**src/rtl/gpr_wbu.sv**
```systemverilog
// gpr_wbu: register-file write-back unit.
// Accepts one execute result per transfer. ALU results are written on the
// next cycle. Loads wait for mem_rvalid, are formatted by funct3/addr_lo,
// and are then written.
//
// Ports:
//   clk, rst        clock; synchronous active-low reset
//   in_valid/ready  upstream handshake (ready in IDLE and WRITE)
//   in_rd           destination register index
//   in_result       ALU result
//   in_is_load      load flag
//   in_funct3       load type
//   in_addr_lo      load byte offset
//   mem_rvalid      load data pulse
//   mem_rdata       aligned load word
//   gpr_wen         register-file write enable
//   gpr_waddr       register-file write index
//   gpr_wdata       register-file write data
//   commit          one pulse per retired result (this includes timeouts)
//   err_timeout     sticky: a load was aborted after TIMEOUT wait cycles
//   err_spurious    sticky: mem_rvalid arrived while no load was pending
module gpr_wbu #(
  parameter int ADDR_WIDTH = 5,
  parameter int DATA_WIDTH = 32,
  parameter int TIMEOUT    = 255
) (
  input  logic                  clk,
  input  logic                  rst,
  input  logic                  in_valid,
  output logic                  in_ready,
  input  logic [ADDR_WIDTH-1:0] in_rd,
  input  logic [DATA_WIDTH-1:0] in_result,
  input  logic                  in_is_load,
  input  logic [2:0]            in_funct3,
  input  logic [1:0]            in_addr_lo,
  input  logic                  mem_rvalid,
  input  logic [DATA_WIDTH-1:0] mem_rdata,
  output logic                  gpr_wen,
  output logic [ADDR_WIDTH-1:0] gpr_waddr,
  output logic [DATA_WIDTH-1:0] gpr_wdata,
  output logic                  commit,
  output logic                  err_timeout,
  output logic                  err_spurious
);

  localparam int CNT_W = $clog2(TIMEOUT + 1);

  generate
    if (DATA_WIDTH != 32) begin : g_bad_width
      $error("gpr_wbu supports DATA_WIDTH == 32 only");
    end
    if (TIMEOUT < 1) begin : g_bad_timeout
      $error("gpr_wbu requires TIMEOUT >= 1");
    end
  endgenerate

  typedef enum logic [1:0] {
    IDLE     = 2'd0,
    WAIT_MEM = 2'd1,
    WRITE    = 2'd2
  } state_t;

  // Select a byte or halfword lane from the load word, then sign- or
  // zero-extend it. Words ignore the offset.
  function automatic logic [31:0] fmt_load(input logic [31:0] word,
                                           input logic [2:0]  f3,
                                           input logic [1:0]  lo);
    logic [7:0]  b;
    logic [15:0] h;
    case (lo)
      2'd0:    b = word[7:0];
      2'd1:    b = word[15:8];
      2'd2:    b = word[23:16];
      2'd3:    b = word[31:24];
      default: b = word[7:0];
    endcase
    h = lo[1] ? word[31:16] : word[15:0];
    case (f3)
      3'b000:  fmt_load = {{24{b[7]}}, b};
      3'b001:  fmt_load = {{16{h[15]}}, h};
      3'b100:  fmt_load = {24'd0, b};
      3'b101:  fmt_load = {16'd0, h};
      default: fmt_load = word;
    endcase
  endfunction

  state_t                state_r, state_nxt_s;
  logic [CNT_W-1:0]      cnt_r, cnt_nxt_s;
  logic [ADDR_WIDTH-1:0] rd_r, rd_nxt_s;
  logic [2:0]            funct3_r, funct3_nxt_s;
  logic [1:0]            addr_lo_r, addr_lo_nxt_s;
  logic                  wen_nxt_s, commit_nxt_s, ready_nxt_s;
  logic                  err_to_nxt_s, err_sp_nxt_s;
  logic [ADDR_WIDTH-1:0] waddr_nxt_s;
  logic [DATA_WIDTH-1:0] wdata_nxt_s;
  logic                  take_s;

  assign take_s = in_valid & in_ready;

  // Next-state and next-output logic; outputs are registered so every
  // output reflects the state entered at the same edge.
  // The ALU result is captured straight into the write-data register, which
  // is also where it is held while the write is presented.
  always_comb begin
    state_nxt_s   = state_r;
    cnt_nxt_s     = cnt_r;
    rd_nxt_s      = rd_r;
    funct3_nxt_s  = funct3_r;
    addr_lo_nxt_s = addr_lo_r;
    wen_nxt_s     = 1'b0;
    commit_nxt_s  = 1'b0;
    waddr_nxt_s   = gpr_waddr;
    wdata_nxt_s   = gpr_wdata;
    err_to_nxt_s  = err_timeout;
    err_sp_nxt_s  = err_spurious;
    case (state_r)
      IDLE, WRITE: begin
        if (mem_rvalid) begin
          err_sp_nxt_s = 1'b1;
        end else begin
          err_sp_nxt_s = err_spurious;
        end
        if (take_s) begin
          rd_nxt_s      = in_rd;
          funct3_nxt_s  = in_funct3;
          addr_lo_nxt_s = in_addr_lo;
          if (in_is_load) begin
            state_nxt_s = WAIT_MEM;
            cnt_nxt_s   = '0;
          end else begin
            state_nxt_s  = WRITE;
            wen_nxt_s    = (in_rd != '0);
            commit_nxt_s = 1'b1;
            waddr_nxt_s  = in_rd;
            wdata_nxt_s  = in_result;
          end
        end else begin
          state_nxt_s = IDLE;
        end
      end
      WAIT_MEM: begin
        if (mem_rvalid) begin
          state_nxt_s  = WRITE;
          wen_nxt_s    = (rd_r != '0);
          commit_nxt_s = 1'b1;
          waddr_nxt_s  = rd_r;
          wdata_nxt_s  = fmt_load(mem_rdata, funct3_r, addr_lo_r);
        end else if (cnt_r == CNT_W'(TIMEOUT - 1)) begin
          // The counter reaches TIMEOUT as the abort is retired.
          state_nxt_s  = IDLE;
          cnt_nxt_s    = cnt_r + {{(CNT_W-1){1'b0}}, 1'b1};
          commit_nxt_s = 1'b1;
          err_to_nxt_s = 1'b1;
        end else begin
          cnt_nxt_s = cnt_r + {{(CNT_W-1){1'b0}}, 1'b1};
        end
      end
      default: begin
        state_nxt_s = IDLE;
      end
    endcase
    ready_nxt_s = (state_nxt_s != WAIT_MEM);
  end

  // State, capture and output registers with synchronous active-low reset.
  always_ff @(posedge clk) begin
    if (!rst) begin
      state_r      <= IDLE;
      cnt_r        <= '0;
      rd_r         <= '0;
      funct3_r     <= 3'd0;
      addr_lo_r    <= 2'd0;
      in_ready     <= 1'b1;
      gpr_wen      <= 1'b0;
      commit       <= 1'b0;
      gpr_waddr    <= '0;
      gpr_wdata    <= '0;
      err_timeout  <= 1'b0;
      err_spurious <= 1'b0;
    end else begin
      state_r      <= state_nxt_s;
      cnt_r        <= cnt_nxt_s;
      rd_r         <= rd_nxt_s;
      funct3_r     <= funct3_nxt_s;
      addr_lo_r    <= addr_lo_nxt_s;
      in_ready     <= ready_nxt_s;
      gpr_wen      <= wen_nxt_s;
      commit       <= commit_nxt_s;
      gpr_waddr    <= waddr_nxt_s;
      gpr_wdata    <= wdata_nxt_s;
      err_timeout  <= err_to_nxt_s;
      err_spurious <= err_sp_nxt_s;
    end
  end

endmodule

```
**config.mk**
```make
export PLATFORM = sky130hd
export DESIGN_NAME = gpr_wbu
export DESIGN_NICKNAME = d
export VERILOG_FILES = /design/src/rtl/gpr_wbu.sv
export SDC_FILE = /design/constraint.sdc
export NUM_CORES = 1
export LEC_CHECK = 0
export CELL_PAD_IN_SITES_DETAIL_PLACEMENT = 1
export CELL_PAD_IN_SITES_GLOBAL_PLACEMENT = 1
export CORE_ASPECT_RATIO = 1.2
export CORE_MARGIN = 4
export CORE_UTILIZATION = 32
export CTS_BUF_LIST = sky130_fd_sc_hd__clkbuf_16
export CTS_CLUSTER_DIAMETER = 200
export DETAILED_ROUTE_END_ITERATION = 16
export GPL_ROUTABILITY_DRIVEN = 0
export PLACE_DENSITY = 0.79
export SYNTH_ARGS = -nofsm -noshare
export SYNTH_HDL_FRONTEND = slang
export SYNTH_SLANG_ARGS = --single-unit
```
**constraint.sdc**
```tcl
create_clock -name clk -period 2.2 [get_ports clk]
set_input_delay 0.44 -clock clk [delete_from_list [all_inputs] [get_ports clk]]
set_output_delay 0.44 -clock clk [all_outputs]
set_load 0.005 [all_outputs]
```
==> flow_summary_export.csv <==
group,metric,value,unit
min_path,holdPathStages,2,
setup_path,arrival,2220,ps
setup_path,worstRegToRegCells,4,
setup_path,timing.critical_path.buf_inv,0,
setup_path,crit_fanout,16,
synthesis,yosysSeqAreaShare,0.377,
global_route,grt_pass1_wl,20300,um
finish,register_area,1240,sq um
clock_tree,cts_num_sinks,62,
run,max_cap_viol_count,0,
finish,finish.utilization,0.489,
setup_path,crit_family,"multiplexers",
sta,max_freq,498,MHz
outcome,outcome,"finished clean",
synthesis,syn_area,3300,sq um
finish,diodes,0,
place,pre_cts_slack,-91.7,ps
synthesis,syn_inst,391,
sta,rsz0062_at_grt,"false",
global_route,overflow,0,
drt,drtIter0Drc,189,
die,rows,40,
synthesis,syn_area_per_cell,8.43,sq um
drt,ant_nets,0,
place,hpwlAfterDp,9650,um
clock_tree,clkTransAtPathRegs,50,ps
die,core-area,10100,sq um
place,io_buffers,120,
setup_path,reg2reg_setup_slack,190,ps
setup_path,slowest_stage,"dfxtp_1",
finish,syn2layout_area_growth,49.1,%
synthesis,ys.warnings.count,0,
clock_tree,postCtsSetupBuffers,0,
die,die_area,12000,sq um
finish,fin_nets,592,
die,die_h,119,um
die,die-width,101,um
sta,min_period,2010,ps
global_route,grt_max_degree,29,
drt,first_pass_iters,4,
synthesis,yosysUniqueCellTypes,51,
synthesis,ys_ff_latch,62,
setup_path,cp_cell_sequence,"mux2i_1 > mux2i_4 > a221oi_1 > o32ai_1",
synthesis,mappedNetlistNets,472,
pwr,power_density,657,nW/um^2
global_route,antenna_found_initial,0,
synthesis,async_reset_ff_frac,0,
place,placed_cells,626,
min_path,worstHoldEndpoint,"gpr_wdata[11]",
setup_path,cp-end-kind,"register",
sta,post-route-period-util,0.912,
synthesis,netlist_top_cells_area,"dfxtp_1, nand2_1, nor2_1",
sta,fin_worst_skew,5.48,ps
finish,multiInputGateArea,1820,sq um
sta,setup_ws,193,ps
finish,final_cells,640,
sta,maxSlewViolCount,0,
sta,worst_slew_pin_slew,721,ps
setup_path,start_kind,"register",
sta,setup_viol,0,
pwr,worst_ir_drop_vdd,0.319,mV
drt,avgRoutedWirePerCell,20.0,um
synthesis,synth_top_area_share,0.377,
clock_tree,root_buffer,"clkbuf_16",
clock_tree,h-tree-depth,3,
clock_tree,clk_latency,330,ps
clock_tree,cts_hold_buffers,0,
drt,vias,3615,
sta,hold_violations,0,
setup_path,path_class,"reg2reg",
clock_tree,numCtsBuffers,9,
global_route,grt_pass1_vias,3928,
finish,fillCellCount,1200,
finish,drive_above_1_share,0.0759,
global_route,grt_usage,0.215,
clock_tree,post_cts_resized,0,
setup_path,r2r_end,"gpr_wdata[18]",
setup_path,slowest_delay,630,ps
setup_path,worstPathRequired,2410,ps
min_path,worstHoldPathType,"reg2reg",
drt,viasPerCell,5.65,
synthesis,synth_edf_count,0,
pwr,power,3.23,mW
drt,drc_errors,0,
synthesis,yosys.area.top_type,"dfxtp_1",
clock_tree,clock_path_buffers,2,
die,ios,121,
synthesis,synth_flop_cell,"dfxtp_1",
die,start_util,0.328,
pwr,leakage,1.77,nW
sta,slew_headroom,0.518,
sta,whs,453,ps
drt,wl,12800,um
clock_tree,cts_tree,"done",
min_path,min_from,"gpr_wdata[11]",
setup_path,rr_startpoint,"addr_lo_r[1]",
## cells by family (layout without fill, tap and decap cells)
| logic type | Yosys count | after routing | synth area share |
|---|---|---|---|
| xor gates and xnor gates | 5 | 5 | 0.0133 |
| and+or+nand+nor | 131 | 131 | 0.193 |
| DFF | 62 | 62 | 0.377 |
| muxes | 19 | 19 | 0.0653 |
| buffers and inverters | 54 | 177 | 0.0744 |
| AOI/OAI and AO/OA | 118 | 118 | 0.270 |
| adders and majority gates | 2 | 2 | 0.00759 |
## registers in the layout (all words and copies together) (netlist names)
name,flops
funct3_r,3
in_ready,1
state_r,2
commit,1
gpr_wen,1
gpr_waddr,5
addr_lo_r,2
gpr_wdata,32
cnt_r,8
rd_r,5
err_spurious,1
err_timeout,1
## cell usage after synthesis, drive strengths merged (3+ instances only)
master and count:
a21oi 25, a221oi 17, a2bb2oi 5, a311oi 5, and4b 3, buf 20, clkbuf 12, dfxtp 62
inv 21, mux2i 18, nand2 48, nand2b 3, nand3b 8, nor2 46, nor2b 3, nor3 4
nor3b 3, o2111ai 5, o211ai 11, o21ai 11, o221ai 8, o32ai 16, or4 3, xor2 5
## layout make-up
class                      instances  area share
multi-input combinational        275       0.369
timing repair buffer             141       0.279
clock inverter                     5     0.00433
tap                              126      0.0321
clock buffer                       9      0.0458
inverter                          22      0.0168
sequential                        62       0.253
## through the flow
stage	TNS [ps]	cell area [sq um]
2_1_floorplan	0	3300
3_3_place_gp	0	4670
3_5_place_dp	-272	4670
4_1_cts	0	4910
5_1_grt	0	4910
6_report	0	4910
## worst min-delay path, cell delays in order (launching register included)
cell	delay (ps)
dfxtp_1	300
nand2_1	50
a21oi_1	50
## power by group
group,internal (mW),switching [mW]
Clock,0.732,0.492
Sequential,1.20,0.0644
Combinational,0.393,0.349
Total,2.33,0.905
## per-layer routing
layer / vias up / GRT usage / part of all wire
met3: 23 / 0.0480 / 0.049
met4: 0 / 0.0792 / 0.024
met5: - / 0 / 0
met1: 1784 / 0.252 / 0.41
met2: 119 / 0.375 / 0.52
li1: 1689 / - / -
## worst max-delay path by stage
stage	start	end	slack, ps	cells past startpoint
floorplan	mem_rvalid	gpr_wdata[7]	550	4
global placement	mem_rdata[15]	gpr_wdata[23]	90	5
detailed placement	mem_rdata[15]	gpr_wdata[18]	-90	5
CTS	addr_lo_r[1]	gpr_wdata[18]	170	4
global route	addr_lo_r[1]	gpr_wdata[18]	40	4
finish	addr_lo_r[1]	gpr_wdata[18]	190	4
## placed cells by master (no fill, tap or decap), types with 3 or more instances in the layout
cell type        Yosys  routed
nand2_1             47      47
nor2b_1              3       3
clkbuf_16            0       9
dfxtp_1             62      62
xor2_1               5       5
mux2i_1             17      17
a2bb2oi_1            4       4
a221oi_1            17      17
o2111ai_1            5       5
nand2b_1             3       3
o32ai_1             16      16
or4_1                3       3
nand3b_1             7       7
o211ai_1            11      11
o221ai_1             8       8
nor2_1              46      46
and4b_1              3       3
inv_1               21      23
a21oi_1             25      25
nor3_1               4       4
o21ai_0             11      11
buf_4                5      20
a311oi_1             5       5
clkdlybuf4s50_1      0     120
No activity file was read; power rests on OpenSTA's default activity.
